[src/rtl/flag_unit.sv]
// rtl/flag_unit.sv - architectural flags CSR with LIFO shadow stack and branch condition evaluation
//
// Holds the committed Sign/Zero/Carry/Overflow flags. The ALU commits flags,
// software can overwrite them, and a shadow stack saves them on interrupt
// entry and restores them on return. cond_true evaluates a branch condition
// code against the committed flags.
//
// Flag bit layout everywhere: [0]=Zero [1]=Carry [2]=Sign [3]=Overflow
//
// Ports:
//   clk          core clock, all state changes on the rising edge
//   rst          synchronous reset, active-high
//   alu_flags    next flags from the ALU
//   flags_we     commit alu_flags this cycle
//   csr_we       software write of the flags CSR
//   csr_wdata    CSR write data, bits [3:0] used
//   csr_rdata    {12'h000, flags}
//   save         push current flags (interrupt entry)
//   restore      pop top slot into flags (interrupt return)
//   cond         condition code to evaluate
//   cond_true    condition result from the registered flags
//   flags        committed flags
//   depth        shadow stack occupancy
//   stack_full   depth == SHADOW_DEPTH
//   stack_empty  depth == 0
//   stack_err    sticky overflow/underflow/conflict indicator
module flag_unit #(
    parameter int SHADOW_DEPTH = 4,
    parameter int DEPTH_W      = $clog2(SHADOW_DEPTH + 1)
) (
    input  logic               clk,
    input  logic               rst,
    input  logic [3:0]         alu_flags,
    input  logic               flags_we,
    input  logic               csr_we,
    input  logic [15:0]        csr_wdata,
    output logic [15:0]        csr_rdata,
    input  logic               save,
    input  logic               restore,
    input  logic [2:0]         cond,
    output logic               cond_true,
    output logic [3:0]         flags,
    output logic [DEPTH_W-1:0] depth,
    output logic               stack_full,
    output logic               stack_empty,
    output logic               stack_err
);

    localparam logic [DEPTH_W-1:0] FULL_LVL = DEPTH_W'(SHADOW_DEPTH);

    logic [3:0]         flags_q, flags_d;
    logic [DEPTH_W-1:0] depth_q, depth_d;
    logic               err_q, err_d;
    logic [3:0]         slot_q [SHADOW_DEPTH];

    logic               full_w;
    logic               empty_w;
    logic [3:0]         top_flags;
    logic               push_ok;
    logic               pop_ok;
    logic               swap_ok;
    logic               err_set;

    // CSR upper bits carry no state
    logic               unused_wdata;
    assign unused_wdata = ^csr_wdata[15:4];

    assign full_w  = (depth_q == FULL_LVL);
    assign empty_w = (depth_q == '0);

    // Top-of-stack is slot[depth-1]; reads as zero when the stack is empty.
    always_comb begin
        top_flags = 4'h0;
        for (int i = 0; i < SHADOW_DEPTH; i++) begin
            if (DEPTH_W'(i + 1) == depth_q) begin
                top_flags = slot_q[i];
            end
        end
    end

    // save+restore on a non-empty stack is an in-place swap of the top slot.
    // Any restore on an empty stack is an error regardless of save.
    assign push_ok = save && !restore && !full_w;
    assign pop_ok  = restore && !save && !empty_w;
    assign swap_ok = save && restore && !empty_w;
    assign err_set = (save && !restore && full_w) || (restore && empty_w);

    always_comb begin
        flags_d = flags_q;
        depth_d = depth_q;
        err_d   = err_q | err_set;

        // A successful restore (pop or swap) takes the flags and discards
        // software/ALU writes of the same cycle.
        if (pop_ok || swap_ok) begin
            flags_d = top_flags;
        end else if (csr_we) begin
            flags_d = csr_wdata[3:0];
        end else if (flags_we) begin
            flags_d = alu_flags;
        end

        if (push_ok) begin
            depth_d = depth_q + 1'b1;
        end else if (pop_ok) begin
            depth_d = depth_q - 1'b1;
        end
    end

    always_ff @(posedge clk) begin
        if (rst) begin
            flags_q <= 4'h0;
            depth_q <= '0;
            err_q   <= 1'b0;
        end else begin
            flags_q <= flags_d;
            depth_q <= depth_d;
            err_q   <= err_d;
        end
    end

    // Slot contents are don't-care after reset, so they carry no reset term.
    // Both push and swap store the pre-update flags of this cycle.
    always_ff @(posedge clk) begin
        for (int i = 0; i < SHADOW_DEPTH; i++) begin
            if (!rst && ((push_ok && DEPTH_W'(i) == depth_q) ||
                         (swap_ok && DEPTH_W'(i + 1) == depth_q))) begin
                slot_q[i] <= flags_q;
            end
        end
    end

    // Condition evaluation sees only registered flags: no same-cycle bypass.
    always_comb begin
        cond_true = 1'b0;
        case (cond)
            3'b000:  cond_true = 1'b1;
            3'b001:  cond_true = flags_q[0];
            3'b010:  cond_true = !flags_q[0];
            3'b011:  cond_true = flags_q[1];
            3'b100:  cond_true = !flags_q[1];
            3'b101:  cond_true = flags_q[2] ^ flags_q[3];
            3'b110:  cond_true = !(flags_q[2] ^ flags_q[3]) && !flags_q[0];
            3'b111:  cond_true = flags_q[1] || flags_q[0];
            default: cond_true = 1'b0;
        endcase
    end

    assign flags       = flags_q;
    assign csr_rdata   = {12'h000, flags_q};
    assign depth       = depth_q;
    assign stack_full  = full_w;
    assign stack_empty = empty_w;
    assign stack_err   = err_q;

endmodule

[config.mk]
export PLATFORM = sky130hd
export DESIGN_NAME = flag_unit
export DESIGN_NICKNAME = d
export VERILOG_FILES = /design/src/rtl/flag_unit.sv
export SDC_FILE = /design/constraint.sdc
export NUM_CORES = 1
export LEC_CHECK = 0
export ABC_AREA = 1
export CORE_UTILIZATION = 40
export DETAILED_ROUTE_END_ITERATION = 16
export MAX_ROUTING_LAYER = met4
export PLACE_DENSITY_LB_ADDON = 0.2
export RECOVER_POWER = 100
export SYNTH_ARGS = -nofsm -noshare
export SYNTH_HDL_FRONTEND = slang
export SYNTH_SLANG_ARGS = --single-unit
[constraint.sdc]
create_clock -name clk -period 4.8 [get_ports clk]
set_input_delay 0.96 -clock clk [delete_from_list [all_inputs] [get_ports clk]]
set_output_delay 0.96 -clock clk [all_outputs]
set_load 0.02 [all_outputs]
==> out/qor_table.md, run 1 <==
| Item | This run | Unit |
| --- | --- | --- |
| Critical Path, Cell by Cell | clkdlybuf4s50_1, nand3_1, o211ai_1, nand3_1, o21ai_0, dlygate4sd3_1 | - |
| Library cell appearing most often on the critical path | sky130_fd_sc_hd__nand3_1 | - |
| Number of remaining DRC errors | 0 | - |
| Die area | 3970 | um2 |
| Count of input and output buffers | 31 | - |
| Maximum fanout count along the critical path | 4 | - |
| GP Congestion | 0.746 | - |
| Sinks on Clock Net | 24 | - |
| Total power of the final layout | 0.564 | mW |
| Number of global-route vias before repair | 1093 | - |
| Startpoint of the worst setup timing path | cond[2] | - |
| Total Routing Usage GR | 0.165 | - |
| Grt met2 use | 0.254 | - |
| Required time at the endpoint of the critical path | 3.84 | ns |
| Number of storage elements in the synthesis netlist | 24 | - |
| Effective utilization at floorplan | 0.432 | - |
| Min-delay src | stack_err | - |
| Clock buffer count from CTS | 3 | - |
| TritonCTS clock tree | yes | - |
| Vias post-DR | 1174 | - |
| Clock-pin slew reported for the worst setup and hold paths after clock tree synthesis | 0.08 | ns |
| CP Depth | 6 | - |
| Final setup vio count | 0 | - |
| Skew-Pair Late Insertion Delay | 0.26 | ns |
| Core Box Area | 3440 | um2 |
| Share of the clock period used by the worst path | 0.729 | - |
| Pre-Repair DR Iteration Count | 4 | - |
| Unrepaired setup endpoints after global routing | false | - |
| Internal Power | 0.371 | mW |
| Die span in y | 63.0 | um |
| Comb power frac | 0.327 | - |
| Cell type group with the largest total delay on the critical path | buffers and inverters | - |
| Worst vdd ir | 122 | uV |
| Share of total power consumed by net switching | 0.343 | - |
| Hold-critical path endpoint | stack_err | - |
| Antenna violations before repair | 0 | - |
| Number of DRC violations after detailed-routing iteration 0 | 27 | - |
| Busiest grt layer | met2 | - |
| Worst Setup Start Kind | input port | - |
| Max cap viols | 0 | - |
| Fill cell instance count of the final layout | 352 | - |
| Worst stage delay on the critical path | 0.69 | ns |
| Register-to-Register Setup Slack | 2.26 | ns |
| Width of the die | 63.0 | um |
| Worst r2r path cells | 9 | - |
| Most frequent cell after synthesis | sky130_fd_sc_hd__nand2_1 | - |
| Synth Warn # | 0 | - |
| Global-route congestion overflow total | 0 | - |
| Clock network fraction of design power | 0.216 | - |
| Net count of the finished layout | 261 | - |
| Deepest level of the CTS H-tree | 1 | - |
| Global-route wire length before repair | 4950 | um |
| Crit Path Class | input port to primary output | - |
| Area overhead of the layout relative to synthesis | 20.9 | % |
| I/O Pins | 56 | - |
| Hold Path Cell Cnt | 2 | - |
| Distinct cell type count of the synthesized netlist | 21 | - |
| Run status | finished, final reports clean | - |
| Met3 track demand over resource | 0.0164 | - |
| Wire length reported by the detailed router | 2840 | um |
| Final routed wire length divided by cell count | 10.5 | um |
| Fin Clk Skew | 0.00325 | ns |
| Synth Flop Type | sky130_fd_sc_hd__edfxtp_1 | - |
| Switching power total | 0.194 | mW |
| GRT met1 Usage | 0.218 | - |
| Max Clk Rate | 0.286 | GHz |
| Data arrival time at the worst-slack endpoint | 2.54 | ns |
| HPWL after detailed placement | 2200 | um |
| Share of synthesized area occupied by flip-flops and latches | 0.431 | - |
| Final Critical Period | 3.50 | ns |
| Rows | 21 | - |
| Critical path buffer and inverter count | 2 | - |
| Total area of multi-input combinational cells | 632 | um2 |
| Number of failing hold endpoints at the final stage | 0 | - |
| Maximum count of clock buffers along a single path | 2 | - |
| Class of the worst hold path | register to register | - |
| Clock root cell | sky130_fd_sc_hd__clkbuf_8 | - |
| R2R Path Start | depth[0] | - |
| Via/cell ratio | 4.33 | - |
| CP max-delay cell | sky130_fd_sc_hd__dlygate4sd3_1 | - |
| Number of flops mapped to enable cells by yosys | 16 | - |
| Cells taking the most area after synthesis | sky130_fd_sc_hd__edfxtp_1, sky130_fd_sc_hd__nand2_1, sky130_fd_sc_hd__dfxtp_1, sky130_fd_sc_hd__buf_4, sky130_fd_sc_hd__inv_1 | - |
| Antenna Violating Nets Remaining | 0 | - |
| Destination of the worst register-to-register timing path | slot_q[3][1] | - |
| Commonest cells in the netlist | sky130_fd_sc_hd__nand2_1, sky130_fd_sc_hd__inv_1, sky130_fd_sc_hd__buf_4, sky130_fd_sc_hd__edfxtp_1 | - |
| FFs w/ async S/R, synth | 0 | - |
| Largest area contributor in the netlist | sky130_fd_sc_hd__edfxtp_1 | - |
| Average cell area after synthesis | 7.59 | um2 |
| Fraction of layout cells with a size suffix above 1 | 0.0400 | - |
| Portion of synthesized cell area occupied by the leading cell type | 0.323 | - |
| Sequential standard cell area | 641 | um2 |
| Cell area after technology mapping | 1490 | um2 |
| Instance count of the mapped netlist | 196 | - |
| Count of hold buffers inserted by post-cts repair | 0 | - |
| Antenna fix cells | 0 | - |
| Power density cells | 314 | nW/um2 |
| Crit path capture type | primary output | - |
| Maximum number of pins on one net before global-route repair | 14 | - |
| Number of pins with negative max-slew slack in the final report | 0 | - |
| Count of cells resized by post-cts repair | 0 | - |
| Buffer count from post-CTS setup fixing | 0 | - |
| Static Leakage | 0.837 | nW |
| Fraction of power consumed by sequential logic | 0.456 | - |
| Sum of negative setup slack | 0 | ns |
[flip-flops by register name, indices dropped and copies added, names as in the netlist]
name and flops:
depth 3, flags 4, slot_q 16, stack_err 1
[power groups by stage]
| stage | sequential, mW | combinational, mW | clock (mW) |
|---|---|---|---|
| finish | 0.258 | 0.185 | 0.122 |
| global route | 0.261 | 0.209 | 0.135 |
| CTS | 0.259 | 0.198 | 0.125 |
| detailed placement | 0.264 | 0.197 | 0 |
| global placement | 0.263 | 0.195 | 0 |
| floorplan | 0.268 | 0.129 | 0 |
[cell type report]
class | count | share of cell area
clock buffers | 4 | 0.0251
inverters | 30 | 0.0626
multi-input cells | 136 | 0.351
flip-flops and latches | 24 | 0.356
well taps | 46 | 0.0320
repair buffers | 31 | 0.173
[tightest hold or removal path: cells and delay by family (launching register included)]
family / cells / cell delay, ns
AO/OA/AOI/OAI: 1 / 0.07
flip-flops: 1 / 0.32
buffers and inverters: 1 / 0.04
[cells in the final DEF, fill, tap and decap left out]
cell                              count
sky130_fd_sc_hd__nand2_1             67
sky130_fd_sc_hd__inv_1               29
sky130_fd_sc_hd__dlygate4sd3_1       16
sky130_fd_sc_hd__edfxtp_1            16
sky130_fd_sc_hd__clkdlybuf4s50_1     15
sky130_fd_sc_hd__nor2_1              13
sky130_fd_sc_hd__conb_1              12
sky130_fd_sc_hd__nand3_1             10
sky130_fd_sc_hd__a21oi_1             10
sky130_fd_sc_hd__o21ai_0              8
sky130_fd_sc_hd__dfxtp_1              8
sky130_fd_sc_hd__ha_1                 6
sky130_fd_sc_hd__or2_2                4
sky130_fd_sc_hd__clkbuf_8             3
sky130_fd_sc_hd__o211ai_1             1
sky130_fd_sc_hd__nand2_2              1
sky130_fd_sc_hd__nor2_4               1
sky130_fd_sc_hd__clkinv_1             1
sky130_fd_sc_hd__or2_0                1
sky130_fd_sc_hd__xor2_1               1
sky130_fd_sc_hd__a31oi_1              1
sky130_fd_sc_hd__clkbuf_1             1
[how the worst max path moves through the flow]
stage / slack, ns / endpoint
final: 1.30 / cond_true
after floorplan: 2.25 / cond_true
after CTS: 1.35 / cond_true
after global routing: 1.18 / cond_true
after detailed placement: 1.36 / cond_true
after global placement: 1.36 / cond_true
[routing by layer]
metal / routed length, um / share of wire
met2: 1230 / 0.43
met5: 0 / 0
met4: 42 / 0.015
met1: 1420 / 0.50
met3: 138 / 0.049
[logic make-up after synthesis]
logic type | count (synthesis) | synth area share
AO/OA/AOI/OAI | 20 | 0.0698
XOR/XNOR | 1 | 0.00589
adder cells (fa/ha/maj) | 6 | 0.0505
buffers and inverters | 47 | 0.164
flip-flops | 24 | 0.431
other | 1 | 0.00252
AND/OR/NAND/NOR | 97 | 0.277
[through the flow]
step,util,std cells,worst slack (ns),hold WS (ns),area [um2]
final,0.522,271,1.30,0.479,1800
after global routing,0.522,271,1.18,0.509,1800
after CTS,0.526,271,1.35,0.485,1810
after detailed placement,0.513,267,1.36,0.469,1770
after global placement,0.513,267,1.36,0.471,1770
after floorplan,-,207,2.25,0.536,1530
(Power assumes the default switching activity.)
==> run 2: changes to the inputs <==
==> constraint.sdc (replaced) <==
create_clock -name clk -period 3 [get_ports clk]
set_input_delay 0.6 -clock clk [delete_from_list [all_inputs] [get_ports clk]]
set_output_delay 0.6 -clock clk [all_outputs]
set_load 0.02 [all_outputs]
==> run 2 against run 1 <==
  * Wire length grew 2.5%
  * Die area is the same
  * Cell count is the same
  * Clock power grew 140%
  * Count of clock-buffer cells in the layout shrank 1
==> out/qor_table.md, run 2 (synthesized netlist as in run 1, its figures left out) <==
| Item | This run | Unit | Delta |
| --- | --- | --- | --- |
| Buffer count from post-CTS setup fixing | 0 | - | unchanged |
| Share of the clock period used by the worst path | 0.933 | - |  |
| Die span in y | 63.0 | um | unchanged |
| Unrepaired setup endpoints after global routing | false | - |  |
| Static Leakage | 0.850 | nW | +1.6% |
| Number of global-route vias before repair | 1099 | - | +0.55% |
| Width of the die | 63.0 | um | unchanged |
| HPWL after detailed placement | 2240 | um | +1.8% |
| I/O Pins | 56 | - | unchanged |
| Skew-Pair Late Insertion Delay | 0.27 | ns | about the same |
| Hold-critical path endpoint | stack_err | - |  |
| Net count of the finished layout | 261 | - | unchanged |
| Power density cells | 547 | nW/um2 | +74% |
| Worst r2r path cells | 9 | - | unchanged |
| GP Congestion | 0.747 | - | about the same |
| Crit path capture type | primary output | - |  |
| Count of hold buffers inserted by post-cts repair | 0 | - | unchanged |
| Global-route congestion overflow total | 0 | - | unchanged |
| Number of DRC violations after detailed-routing iteration 0 | 22 | - | -19% |
| Maximum count of clock buffers along a single path | 2 | - | unchanged |
| Worst Setup Start Kind | input port | - |  |
| Sinks on Clock Net | 24 | - | unchanged |
| Min-delay src | stack_err | - |  |
| Count of cells resized by post-cts repair | 0 | - | unchanged |
| Rows | 21 | - | unchanged |
| Number of pins with negative max-slew slack in the final report | 0 | - | unchanged |
| Core Box Area | 3440 | um2 | unchanged |
| Worst vdd ir | 218 | uV | +79% |
| Register-to-Register Setup Slack | 0.45 | ns | -1.81 ns |
| Final routed wire length divided by cell count | 10.7 | um | +2.5% |
| Antenna fix cells | 0 | - | unchanged |
| Vias post-DR | 1198 | - | +2.0% |
| Effective utilization at floorplan | 0.432 | - | unchanged |
| Via/cell ratio | 4.42 | - | +2.0% |
| Maximum number of pins on one net before global-route repair | 15 | - | +1 |
| R2R Path Start | depth[0] | - |  |
| Destination of the worst register-to-register timing path | slot_q[3][1] | - |  |
| Number of remaining DRC errors | 0 | - | unchanged |
| Max cap viols | 0 | - | unchanged |
| Wire length reported by the detailed router | 2910 | um | +2.5% |
| Pre-Repair DR Iteration Count | 4 | - | unchanged |
| Register with the highest flop count | slot_q | - |  |
| Number of failing hold endpoints at the final stage | 0 | - | unchanged |
| Deepest level of the CTS H-tree | 1 | - | unchanged |
| Clock buffer count from CTS | 3 | - | unchanged |
| Clock-pin slew reported for the worst setup and hold paths after clock tree synthesis | 0.09 | ns | about the same |
| Final Critical Period | 2.80 | ns |  |
| Max Clk Rate | 0.357 | GHz |  |
| Area overhead of the layout relative to synthesis | 22.1 | % |  |
| Post-placement cell area | 1770 | um2 | unchanged |
| Required time at the endpoint of the critical path | 2.40 | ns | -1.44 ns |
| Final setup vio count | 0 | - | unchanged |
| Crit Path Class | input port to primary output | - |  |
| Sum of negative setup slack | 0 | ns | unchanged |
| Global-route wire length before repair | 4930 | um | -0.42% |
| Die area | 3970 | um2 | unchanged |
| Antenna Violating Nets Remaining | 0 | - | unchanged |
| Fraction of layout cells with a size suffix above 1 | 0.0444 | - | +0.00444 |
| Most frequent cells in the layout | sky130_fd_sc_hd__nand2_1, sky130_fd_sc_hd__inv_1, sky130_fd_sc_hd__clkdlybuf4s50_1, sky130_fd_sc_hd__edfxtp_1, sky130_fd_sc_hd__dlygate4sd3_1 | - |  |
| Flip-flop count of the largest register after layout | 16 | - | unchanged |
| Hold Path Cell Cnt | 2 | - | unchanged |
| Antenna violations before repair | 0 | - | unchanged |
| TritonCTS clock tree | yes | - |  |
| Class of the worst hold path | register to register | - |  |
| Finished layout cell area | 1820 | um2 | +1.0% |
| Data arrival time at the worst-slack endpoint | 2.20 | ns | -0.34 ns |
| Total Routing Usage GR | 0.163 | - | -0.00246 |
| Fin Clk Skew | 0.00199 | ns | -0.00126 ns |
| Maximum fanout count along the critical path | 4 | - | unchanged |
| Total power of the final layout | 0.993 | mW | +76% |
| Clock root cell | sky130_fd_sc_hd__clkbuf_8 | - |  |
| Run status | finished, final reports clean | - |  |
| Count of input and output buffers | 31 | - | unchanged |
| Most common cell after layout, fill and taps aside | sky130_fd_sc_hd__nand2_1 | - |  |
-- run 2: cell types whose count changed in the layout (fill, tap and decap cells not counted) --
cell and change:
sky130_fd_sc_hd__bufinv_16 +1, sky130_fd_sc_hd__clkbuf_1 -1, sky130_fd_sc_hd__clkdlybuf4s50_1 +1, sky130_fd_sc_hd__clkinv_1 -1
sky130_fd_sc_hd__dlygate4sd3_1 -1, sky130_fd_sc_hd__inv_2 +1, sky130_fd_sc_hd__nand2_1 +1, sky130_fd_sc_hd__nand2_2 -1
sky130_fd_sc_hd__nor2_2 +1, sky130_fd_sc_hd__nor2_4 -1
-- run 2: layout make-up --
| cell class | count | area, um2 |
|---|---|---|
| Timing Repair Buffer | 31 | 310 |
| Clock inverter | 1 | 30.0 |
| Sequential cell | 24 | 641 |
| Fill cell | 350 | 1630 |
| Clock buffer | 3 | 41.3 |
| Tap cell | 46 | 57.6 |
| Inverter | 30 | 113 |
| Multi-Input combinational cell | 136 | 624 |
-- run 2: routing by layer --
| layer | routed length (um) | global-route usage | vias to the layer above |
|---|---|---|---|
| met2 | 1360 | 0.266 | 36 |
| met5 | 0 | - | - |
| met3 | 97 | 0.0164 | 4 |
| met4 | 38 | 0.0698 | 0 |
| li1 | - | - | 638 |
| met1 | 1410 | 0.204 | 520 |
-- run 2: worst max-delay path by stage --
stage,start,end,cells past startpoint
6_report,cond[2],cond_true,6
5_1_grt,cond[2],cond_true,6
4_1_cts,cond[2],cond_true,6
3_5_place_dp,cond[2],cond_true,6
3_3_place_gp,cond[2],cond_true,6
2_1_floorplan,depth[0],slot_q[1][0],9
-- run 2: stage by stage --
stage / instances / util / hold slack, ns / setup WS, ns
global placement: 267 / 0.513 / 0.471 / 0.284
finish: 271 / 0.528 / 0.479 / 0.200
global route: 271 / 0.528 / 0.503 / 0.0697
floorplan: 207 / - / 0.536 / 1.01
detailed placement: 267 / 0.513 / 0.479 / 0.257
CTS: 271 / 0.534 / 0.492 / 0.244
-- run 2: power breakdown --
| part | internal [mW] | switching [mW] |
|---|---|---|
| combinational | 0.115 | 0.179 |
| sequential | 0.382 | 0.0291 |
| clock | 0.178 | 0.110 |
-- run 2: critical path: stages --
cell and delay, ns:
sky130_fd_sc_hd__clkdlybuf4s50_1 0.53, sky130_fd_sc_hd__nand3_1 0.12, sky130_fd_sc_hd__o211ai_1 0.10, sky130_fd_sc_hd__nand3_1 0.08
sky130_fd_sc_hd__o21ai_0 0.08, sky130_fd_sc_hd__dlygate4sd3_1 0.70
==> run 3: changes to the inputs <==
--- a/config.mk
+++ b/config.mk
@@ -7,6 +7,7 @@
 export LEC_CHECK = 0
 export ABC_AREA = 1
 export CORE_UTILIZATION = 40
+export CTS_BUF_LIST = sky130_fd_sc_hd__clkbuf_8
 export DETAILED_ROUTE_END_ITERATION = 16
 export MAX_ROUTING_LAYER = met4
 export PLACE_DENSITY_LB_ADDON = 0.2
==> results of run 3 <==
No change in the layout: final DEF, timing and power equal those of run 2.
